===== config.mk =====
export PLATFORM = sky130hd
export DESIGN_NAME = mips_multicycle_ctrl
export DESIGN_NICKNAME = d
export VERILOG_FILES = /design/src/rtl/mips_multicycle_ctrl.sv
export SDC_FILE = /design/constraint.sdc
export NUM_CORES = 1
export LEC_CHECK = 0
export ABC_AREA = 0
export CORE_MARGIN = 2
export CORE_UTILIZATION = 45
export DETAILED_ROUTE_END_ITERATION = 6
export GPL_ROUTABILITY_DRIVEN = 0
export PLACE_DENSITY = 0.78
export SYNTH_ARGS = -nofsm -noshare
export SYNTH_HDL_FRONTEND = slang
export SYNTH_SLANG_ARGS = --single-unit

===== constraint.sdc =====
create_clock -name clk -period 2.1 [get_ports clk]
set_input_delay 0.21 -clock clk [delete_from_list [all_inputs] [get_ports clk]]
set_output_delay 0.21 -clock clk [all_outputs]
set_load 0.01 [all_outputs]

===== src/rtl/mips_multicycle_ctrl.sv =====
`default_nettype none
// +----------------------------------------------------------------------------+
// | mips_multicycle_ctrl: multicycle MIPS control FSM (lw/sw/R/beq/addi/j)      |
// | with memory wait counting, timeout abort and sticky error flags.           |
// | Revision: 1.0                                                              |
// +----------------------------------------------------------------------------+
module mips_multicycle_ctrl #(
  parameter int WAIT_LIMIT = 15
) (
  input  logic       clk,
  input  logic       reset,
  input  logic       run,
  input  logic [5:0] opcode,
  input  logic       zero,
  input  logic       mem_ready,
  output logic       pc_write,
  output logic       iord,
  output logic       mem_read,
  output logic       mem_write,
  output logic       ir_write,
  output logic       reg_dst,
  output logic       mem_to_reg,
  output logic       reg_write,
  output logic       alu_src_a,
  output logic [1:0] alu_src_b,
  output logic [1:0] alu_op,
  output logic [1:0] pc_src,
  output logic [3:0] state,
  output logic       instr_done,
  output logic       illegal_op,
  output logic       mem_timeout
);

  typedef enum logic [3:0] {
    FETCH  = 4'd0,  DECODE = 4'd1,  MEMADR = 4'd2,  MEMRD  = 4'd3,
    MEMWB  = 4'd4,  MEMWR  = 4'd5,  EXEC   = 4'd6,  ALUWB  = 4'd7,
    BRANCH = 4'd8,  ADDIEX = 4'd9,  ADDIWB = 4'd10, JUMP   = 4'd11
  } state_t;

  localparam logic [5:0] c_opLw   = 6'b100011;
  localparam logic [5:0] c_opSw   = 6'b101011;
  localparam logic [5:0] c_opR    = 6'b000000;
  localparam logic [5:0] c_opBeq  = 6'b000100;
  localparam logic [5:0] c_opAddi = 6'b001000;
  localparam logic [5:0] c_opJ    = 6'b000010;
  localparam logic [7:0] c_waitLast = 8'(WAIT_LIMIT - 1);

  state_t     r_state;
  state_t     w_nextState;
  logic [7:0] r_waitCnt;
  logic       r_instrDone;
  logic       r_illegalOp;
  logic       r_memTimeout;
  logic       w_waiting;
  logic       w_timeout;
  logic       w_badOp;
  logic       w_retire;

  // Memory-access states stalled on mem_ready; ready always beats timeout.
  assign w_waiting = !mem_ready &&
                     ((r_state == FETCH && run) || r_state == MEMRD || r_state == MEMWR);
  assign w_timeout = w_waiting && (r_waitCnt == c_waitLast);

  always_comb begin
    w_nextState = r_state;
    w_badOp     = 1'b0;
    case (r_state)
      FETCH:  w_nextState = (run && mem_ready) ? DECODE : FETCH;
      DECODE: begin
        case (opcode)
          c_opLw, c_opSw: w_nextState = MEMADR;
          c_opR:          w_nextState = EXEC;
          c_opBeq:        w_nextState = BRANCH;
          c_opAddi:       w_nextState = ADDIEX;
          c_opJ:          w_nextState = JUMP;
          default: begin
            w_nextState = FETCH;
            w_badOp     = 1'b1;
          end
        endcase
      end
      MEMADR: w_nextState = (opcode == c_opLw) ? MEMRD : MEMWR;
      MEMRD:  w_nextState = mem_ready ? MEMWB : (w_timeout ? FETCH : MEMRD);
      MEMWR:  w_nextState = (mem_ready || w_timeout) ? FETCH : MEMWR;
      EXEC:   w_nextState = ALUWB;
      ADDIEX: w_nextState = ADDIWB;
      default: w_nextState = FETCH;
    endcase
  end

  assign w_retire = (r_state == MEMWB) || (r_state == ALUWB) || (r_state == BRANCH) ||
                    (r_state == ADDIWB) || (r_state == JUMP) ||
                    (r_state == MEMWR && mem_ready);

  always_comb begin
    pc_write   = 1'b0;
    iord       = 1'b0;
    mem_read   = 1'b0;
    mem_write  = 1'b0;
    ir_write   = 1'b0;
    reg_dst    = 1'b0;
    mem_to_reg = 1'b0;
    reg_write  = 1'b0;
    alu_src_a  = 1'b0;
    alu_src_b  = 2'b00;
    alu_op     = 2'b00;
    pc_src     = 2'b00;
    case (r_state)
      FETCH: begin
        if (run) begin
          mem_read  = 1'b1;
          alu_src_b = 2'b01;
          ir_write  = mem_ready;
          pc_write  = mem_ready;
        end
      end
      DECODE: alu_src_b = 2'b11;
      MEMADR: begin
        alu_src_a = 1'b1;
        alu_src_b = 2'b10;
      end
      MEMRD: begin
        iord     = 1'b1;
        mem_read = 1'b1;
      end
      MEMWB: begin
        mem_to_reg = 1'b1;
        reg_write  = 1'b1;
      end
      MEMWR: begin
        iord      = 1'b1;
        mem_write = 1'b1;
      end
      EXEC: begin
        alu_src_a = 1'b1;
        alu_op    = 2'b10;
      end
      ALUWB: begin
        reg_dst   = 1'b1;
        reg_write = 1'b1;
      end
      BRANCH: begin
        alu_src_a = 1'b1;
        alu_op    = 2'b01;
        pc_src    = 2'b01;
        pc_write  = zero;
      end
      ADDIEX: begin
        alu_src_a = 1'b1;
        alu_src_b = 2'b10;
      end
      ADDIWB: reg_write = 1'b1;
      JUMP: begin
        pc_src   = 2'b10;
        pc_write = 1'b1;
      end
      default: ;
    endcase
    // The abort cycle drives no strobes at all.
    if (w_timeout) begin
      pc_write  = 1'b0;
      iord      = 1'b0;
      mem_read  = 1'b0;
      mem_write = 1'b0;
      ir_write  = 1'b0;
      alu_src_b = 2'b00;
    end
  end

  always_ff @(posedge clk) begin
    if (reset) begin
      r_state      <= FETCH;
      r_waitCnt    <= 8'd0;
      r_instrDone  <= 1'b0;
      r_illegalOp  <= 1'b0;
      r_memTimeout <= 1'b0;
    end else begin
      r_state     <= w_nextState;
      r_waitCnt   <= (w_waiting && !w_timeout) ? r_waitCnt + 8'd1 : 8'd0;
      r_instrDone <= w_retire;
      if (r_state == DECODE && w_badOp) r_illegalOp <= 1'b1;
      if (w_timeout) r_memTimeout <= 1'b1;
    end
  end

  assign state       = r_state;
  assign instr_done  = r_instrDone;
  assign illegal_op  = r_illegalOp;
  assign mem_timeout = r_memTimeout;

endmodule
`default_nettype wire

==> reports/results.tsv, run 1 <==
metric	value	unit
antenna_cells	0	
dr.first_iter.drc_count	28	
ios	33	
wl_met1	1270	um
clock_latency	0.29	ns
dr_wl_met2	1490	um
cp.arrival	1.89	ns
rsz0062_at_grt	yes	
grt_max_degree	17	
rows	17	
end_kind	output port	
hold_end	illegal_op$_SDFFE_PP0P_	
synth-edff-count	0	
min_from	illegal_op$_SDFFE_PP0P_	
finalNetCount	197	
hold_class	reg -> reg	
outcome	complete, but fails checks	
p_leak	0.644	nW
r2r_setup_slack	0.13	ns
cp.required	1.89	ns
ys_ff_latch	15	
yosys.cell_types.count	38	
highest_layer	met4	
dp_worst_setup_slack	-0.322	ns
max_slew_margin	0.755	
drtAntennaViolNets	0	
r2r-start	state[0]$_SDFF_PP0_	
port_buffers	32	
synth_ff_type	dfxtp_1	
cp-start-kind	register	
max_freq	0.476	GHz
root_buffer	clkbuf_4	
setup_ws	-0.000966	ns
synth_warnings	0	
core-area	2170	sq um
yosysSeqAreaShare	0.297	
setup_viol	1	
vdd_drop_max	0.479	mV
clk_pin_slew_worst_paths	0.08	ns
finalWirelength	2970	um
fillers	171	
maxSlewViolCount	0	
grt_pass1_wl	4900	um
grt_pass1_vias	1087	
final_util	0.729	
cts_hold_buf	0	
dr.pass1.iters	4	
period_share	1.00	
reg2reg_to	r_waitCnt[4]$_SDFF_PP0_	
fp.dieH	51.4	um
p_per_area	355	nW/um^2
violations	negative setup slack	
htree_num_levels	1	
worst_clock_skew	0.00445	ns
clk_path_buf_depth	2	
syn_area	1010	sq um
whs_path_depth	2	
num_vias	1179	
synth_fp_nets	144	
syn_area_per_cell	7.73	sq um
hpwl	2210	um
synthCells	131	
drv_cap	0	
synth.top_cells.by_count	dfxtp_1, nor2_1, nor3_1	
dieArea	2640	sq um
period_minus_slack	2.10	ns
worst_pin_slew	0.363	ns
r2r_cells	5	
synth_top_cell_by_area	dfxtp_1	
crit_type	reg -> out	
yosysMostFrequentCell	dfxtp_1	
cts_buffers	3	
grt_antenna_before_repair	0	
synthArstFlopShare	0	
cts.sinks	15	
drive_above_1_share	0.301	
via_per_inst	5.59	
initial_core_util	0.467	
drt-wirelength-per-cell	14.1	um
area_growth	56.2	%
drc	0	
die_w	51.4	um
track_usage	0.249	
fin_tns_setup	-0.000966	ns
hold_violations	0	
synth_top_area_frac	0.297	
worstSetupStartpoint	state[0]$_SDFF_PP0_	
tritoncts	yes	
netlist_top_cells_area	dfxtp_1, xor2_1, nor2_2, nor3_1, a21oi_1	
critPathMaxFanout	5	
dr_wl_met3	135	um
grt_overflow	0	
[area by class of cell]
cell class,instances,area (sq um),area share
Multi-Input combinational cell,104,707,0.447
Timing Repair Buffer,56,488,0.309
Sequential cell,15,310,0.196
Tap cell,28,35.0,0.0222
Clock buffer,4,26.3,0.0166
Inverter,4,15.0,0.00949
[registers in the layout, indices dropped and copies added, names as in the netlist]
signal,flops
r_waitCnt,8
state,4
illegal_op,1
instr_done,1
mem_timeout,1
[layout by cell type (no fill, tap or decap), drive strengths merged, types with 4 or more instances in the layout]
master / count
buf: 26
clkdlybuf4s50: 23
nor2: 18
dfxtp: 15
nor3: 9
a21oi: 8
xor2: 8
nand2: 7
clkbuf: 5
inv: 4
o21ai: 4
dlygate4sd2: 4
nand2b: 4
[report_power, final]
part	switching (mW)	leakage (nW)	internal (mW)
sequential	0.00265	0.124	0.286
clock	0.0885	0.0150	0.0740
combinational	0.0506	0.506	0.0604
total	0.142	0.644	0.420
[what timing repair did]
item                       CTS  global route
buffers inserted             5             3
setup endpoints to repair   11            16
pin swaps                    4             5
resized for setup           30            11
[worst max-delay path, stage by stage (launching register included)]
cell     delay (ns)
dfxtp_4        0.37
or3b_4         0.41
a22o_1         0.25
nor3_2         0.14
buf_4          0.17
buf_4          0.10
nor3_1         0.03
buf_2          0.14
[how the worst max path moves through the flow]
| stage | slack, ns | depth (start not counted) | end |
|---|---|---|---|
| floorplan | 0.26 | 6 | mem_read |
| global placement | -0.27 | 7 | mem_read |
| detailed placement | -0.32 | 7 | mem_read |
| CTS | -0.03 | 6 | alu_src_b[0] |
| global route | -0.08 | 7 | mem_write |
| finish | -0.001 | 7 | mem_write |
[metal layers]
metal	vias up	GRT usage
met5	-	0
met4	0	0.101
met3	9	0.0439
met2	38	0.438
met1	549	0.295
li1	583	-
[cell families (layout without fill, tap and decap cells)]
logic type | after synthesis | in the layout | share of synthesized area
AO/OA/AOI/OAI | 32 | 32 | 0.214
XOR/XNOR | 9 | 9 | 0.0779
AND/OR/NAND/NOR | 61 | 61 | 0.335
buffers and inverters | 12 | 64 | 0.0519
adder cells (fa/ha/maj) | 2 | 2 | 0.0247
flip-flops | 15 | 15 | 0.297
[through the flow]
step | hold slack [ns] | power (mW) | std cells | cell area [sq um]
after floorplan | 0.282 | 0.341 | 131 | 1010
after global placement | 0.462 | 0.398 | 201 | 1470
after global routing | 0.509 | 0.594 | 211 | 1580
after CTS | 0.486 | 0.566 | 210 | 1560
final | 0.479 | 0.562 | 211 | 1580
after detailed placement | 0.467 | 0.402 | 201 | 1470
(Power assumes the default switching activity.)
==> inputs of run 2 (changes only) <==
- CELL_PAD_IN_SITES_DETAIL_PLACEMENT: default -> 0
- CELL_PAD_IN_SITES_GLOBAL_PLACEMENT: default -> 2
- CORE_UTILIZATION: 45 -> 25
- PLACE_DENSITY: 0.78 -> default
- PLACE_DENSITY_LB_ADDON: default -> 0.1
==> reports/results.tsv, run 2 (same netlist as run 1, synthesis figures left out) <==
metric	value	unit	change
track_usage	0.144		-0.105
grt_pass1_wl	5000	um	+2.1%
period_minus_slack	2.02	ns	-0.0824 ns
p_leak	0.664	nW	+3.1%
dp_worst_setup_slack	-0.286	ns	+0.0364 ns
grt_overflow	0		unchanged
ios	33		unchanged
outcome	completed		
fin_tns_setup	0	ns	+0.000966 ns
rows	23		+6
clk_pin_slew_worst_paths	0.06	ns	-0.02 ns
via_per_inst	4.79		-14%
fillers	399		+130%
tritoncts	yes		
p_per_area	388	nW/um^2	+9.3%
clk_path_buf_depth	2		unchanged
path_cells	buf_4, nand2b_2, buf_4, nor2_1, clkdlybuf4s50_1		
drt-wirelength-per-cell	12.8	um	-8.9%
clock_latency	0.25	ns	-0.04 ns
r2r_cells	6		+1
grt_antenna_before_repair	0		unchanged
end_kind	output port		
whs_path_depth	2		unchanged
dr.pass1.iters	2		-2
dieArea	4570	sq um	+73%
cts_buffers	3		unchanged
final_area	1630	sq um	+2.8%
finalWirelength	3020	um	+1.5%
final_util	0.413		-0.316
grt_max_degree	13		-4
num_vias	1126		-4.5%
crit_path_frequent_cell	buf_4		
setup_viol	0		-1
drc	0		unchanged
vdd_drop_max	0.159	mV	-67%
cpPeakStageDelay	0.55	ns	+0.14 ns
cts.sinks	15		unchanged
max_freq	0.495	GHz	+4.1%
hold_end	illegal_op$_SDFFE_PP0P_		
antenna_cells	0		unchanged
r2r_setup_slack	0.16	ns	+0.03 ns
die_w	67.6	um	+32%
initial_core_util	0.257		-0.210
crit_buf_inv	3		unchanged
htree_num_levels	1		unchanged
drtAntennaViolNets	0		unchanged
cp.required	1.89	ns	about the same
slowest_stage	clkdlybuf4s50_1		
max_slew_margin	0.746		-0.00842
multiInputGateArea	704	sq um	-0.35%
maxSlewViolCount	0		unchanged
root_buffer	clkbuf_8		
dr.first_iter.drc_count	14		-50%
min_from	illegal_op$_SDFFE_PP0P_		
fp.dieH	67.6	um	+32%
grt_pass1_vias	1153		+6.1%
regArea	302	sq um	-2.8%
cpLargestDelayFamily	buffers and inverters		
cp-start-kind	register		
r2r-start	state[1]$_SDFF_PP0_		
largest_register_ffs	8		unchanged
cp.arrival	1.81	ns	-0.08 ns
period_share	0.961		-0.0392
dpl-instance-area	1550	sq um	+5.5%
final_common_cell	buf_4		
worst_pin_slew	0.376	ns	+0.0125 ns
finalNetCount	199		+1.0%
hpwl	2380	um	+7.5%
drive_above_1_share	0.286		-0.0141
hold_class	reg -> reg		
reg2reg_to	r_waitCnt[5]$_SDFF_PP0_		
cts_hold_buf	0		unchanged
worst_clock_skew	0.00738	ns	+0.00292 ns
mostFrequentLayoutCells	buf_4, clkdlybuf4s50_1, dfxtp_1		
port_buffers	32		unchanged
regMostFlops	r_waitCnt		
crit_type	reg -> out		
core-area	3940	sq um	+82%
drv_cap	0		unchanged
area_growth	60.7	%	
hold_violations	0		unchanged
critPathMaxFanout	10		+5
setup_ws	0.0814	ns	+0.0824 ns
run 2: cell count changes in the layout (fill, tap and decap cells not counted), sizes merged:
cell	delta
buf	+3
clkbuf	-1
clkdlybuf4s15	-1
clkinv	+1
dlygate4sd2	-1
dlymetal6s2s	+1
run 2: per-layer routing:
layer,GRT usage,up-vias,wire [um]
met1,0.162,513,1360
met2,0.259,23,1520
met4,0.0689,0,43
met5,0,-,0
met3,0.0267,4,101
li1,-,586,-
run 2: metrics by stage:
stage                     power, mW  instances  hold WS (ns)
after floorplan               0.341        131         0.282
after global placement        0.405        230         0.455
after detailed placement      0.405        230         0.461
after CTS                     0.637        234         0.482
after global routing          0.660        235         0.499
final                         0.632        235         0.478
run 2: report_power, final:
part	internal, mW	switching [mW]
clock	0.131	0.0984
sequential	0.288	0.00230
combinational	0.0621	0.0498
run 2: area by class of cell:
| type | instances | share of cell area |
|---|---|---|
| clock buffer | 3 | 0.0254 |
| multi-input combinational | 104 | 0.433 |
| inverter | 4 | 0.00923 |
| sequential | 15 | 0.185 |
| tap | 50 | 0.0385 |
| clock inverter | 1 | 0.00308 |
| timing repair buffer | 58 | 0.305 |
run 2: how the worst max path moves through the flow:
stage	start	endpoint	cells past startpoint
2_1_floorplan	r_waitCnt[0]$_SDFF_PP0_	mem_read	6
3_3_place_gp	run	mem_read	7
3_5_place_dp	run	mem_read	7
4_1_cts	r_waitCnt[0]$_SDFF_PP0_	mem_read	8
5_1_grt	r_waitCnt[0]$_SDFF_PP0_	mem_read	8
6_report	state[0]$_SDFF_PP0_	alu_op[1]	5
run 2: timing repair:
item | CTS | global route
setup endpoints to repair | 10 | 11
pin swaps | 3 | 3
gates resized for setup | 21 | 11
gates cloned | 0 | 0
buffers inserted | 0 | 1
run 2: worst reg2reg max path: cells and delay by family, from the launching register on:
kind / cells / cell delay (ns)
simple gates: 3 / 0.96
flops: 1 / 0.34
buf+inv: 2 / 0.34
compound gates: 1 / 0.24
==> RTL change, RTL diff (flow settings as in run 1) <==
Put one more register stage on the output `mem_timeout`. The value now appears one clock later. The other outputs are not delayed to match.
--- a/src/rtl/mips_multicycle_ctrl.sv
+++ b/src/rtl/mips_multicycle_ctrl.sv
@@ -187,5 +187,7 @@
   assign instr_done  = r_instrDone;
   assign illegal_op  = r_illegalOp;
-  assign mem_timeout = r_memTimeout;
+  always_ff @(posedge clk) begin
+    mem_timeout <= r_memTimeout;
+  end
 
 endmodule
Check against the original RTL: no difference found for any inputs over 10 cycles, from zero or initial values and one cycle with reset high; that may be too few to reach the edited logic, so the function may still have changed.
==> RTL change against run 1 <==
- worst setup slack gained 0.078 ns
- sequential power increased by 7.6%
- via count decreased by 3.5%
- largest power group unchanged
- critical endpoint is now pc_src[0]
- register-to-register slack improved by 0.19 ns
- final area fell by 2.2%
- sequential cell count rose by 1
- global-route usage decreased by 2.1 points
- non-clock buffer count shrank 6
- total power rose by 9.1%
- area after synthesis rose by 1.9%
- routed wire length decreased by 5.8%
- synthesized cell count unchanged
- sequential share of layout area rose by 1.5 points
==> RTL change: results (changes against run 1) <==
critPathMaxFanout: 7  # +2
global_route_wire_length_before_repair_mm: 4.726  # -3.5%
post_synth_most_frequent_cells: "sky130_fd_sc_hd__dfxtp_1, sky130_fd_sc_hd__nor2_1, sky130_fd_sc_hd__xor2_1"
nets: 191  # -3.0%
irDropWorstVdd_uv: 521.4  # +8.9%
worst-r2r-cell-count: 6  # +1
dpl.hpwl_mm: 2.211  # about the same
track_usage_pct: 22.76  # -2.1 points
max_freq_ghz: 0.4943  # +3.9%
clock-skew-final_ns: 0.005767  # +0.001312 ns
clkTransAtPathRegs_ns: 0.09
timing.critical_path.slowest_stage_cell: "sky130_fd_sc_hd__clkdlybuf4s50_1"
path_delay_family: "buffers and inverters"
pin_count_of_the_biggest_net_entering_global_routing: 10  # -7
crit_end: "pc_src[0]"
timing.critical_path.from: "state[2]"
status: "completed"
post_route_cells_drive_above_1_share_pct: 22.60  # -7.5 points
largest-register: "r_waitCnt"
p_leak_nw: 0.6677  # +3.6%
place_inst: 200  # -0.50%
htree_num_levels: 1  # unchanged
synth.avg_cell_area_um2: 7.870  # +1.9%
regToRegEndpoint: "r_waitCnt[3]"
setup.reg_to_reg.worst_slack_ns: 0.32  # +0.19 ns
share_of_the_yosys_chip_area_belonging_to_registers_pct: 31.07  # +1.4 points
synthTopCellsByArea: "sky130_fd_sc_hd__dfxtp_1, sky130_fd_sc_hd__xor2_1, sky130_fd_sc_hd__nor2_1, sky130_fd_sc_hd__nor2_2, sky130_fd_sc_hd__a21oi_1"
reg2reg_from: "state[1]"
post-place-ws_ns: -0.1042  # +0.2177 ns
max_stage_delay_ns: 0.52  # +0.11 ns
library_cells_used_by_synthesis: 41  # +7.9%
critPathArrivalTime_ns: 1.81  # -0.08 ns
vias: 1138  # -3.5%
vias_per_cell: 5.551  # -0.65%
least_margin_pin_slew_ns: 0.5029  # +0.1395 ns
drt-total-wl_mm: 2.801  # -5.8%
number_of_global_route_vias_before_repair: 1036  # -4.7%
drc_violation_total_after_the_first_tritonroute_iteration: 26  # -7.1%
## RTL change: how the worst min path moves through the flow
stage / cells past startpoint / start / endpoint / slack, ns
4_1_cts: 0 / r_memTimeout / mem_timeout / 0.36
6_report: 0 / r_memTimeout / mem_timeout / 0.36
2_1_floorplan: 1 / reset / illegal_op / 0.28
3_3_place_gp: 0 / r_memTimeout / mem_timeout / 0.34
5_1_grt: 0 / r_memTimeout / mem_timeout / 0.37
3_5_place_dp: 0 / r_memTimeout / mem_timeout / 0.35
## RTL change: power by group
group,internal [mW],switching (mW)
sequential,0.306,0.00380
clock,0.106,0.0954
combinational,0.0535,0.0488
total,0.465,0.148
## RTL change: what timing repair did
action | 4_1_cts | 5_1_grt
setup endpoints to repair | 10 | 7
resized for setup | 11 | 11
pin swaps | 1 | 1
setup buffers | 1 | 0
gates cloned | 0 | 0
## RTL change: through the flow
step	instance area [um2]	power, mW
floorplan	1031	0.3597
global placement	1470	0.4170
detailed placement	1470	0.4202
CTS	1519	0.6128
global route	1546	0.6406
finish	1546	0.6129
## RTL change: kinds of logic after synthesis
kind of cell	Yosys count	share of synthesized area (%)
xor gates and xnor gates	9	7.646
and+or+nand+nor	62	32.89
buffers and inverters	12	5.703
adders and majority gates	2	2.427
AOI/OAI and AO/OA	30	20.27
DFF	16	31.07
## RTL change: layout make-up
type	count	area (um2)
sequential	16	326.6
tap	28	35.03
fill	180	644.4
multi-input combinational	103	681.9
timing repair buffer	50	451.7
inverter	4	15.01
clock buffer	4	36.28
## RTL change: metal layers
layer  part of all wire [%]  track usage (%)
met5                      0                0
met4                   0.50            5.702
met3                    6.0            3.448
met2                     46            34.18
met1                     48            33.75
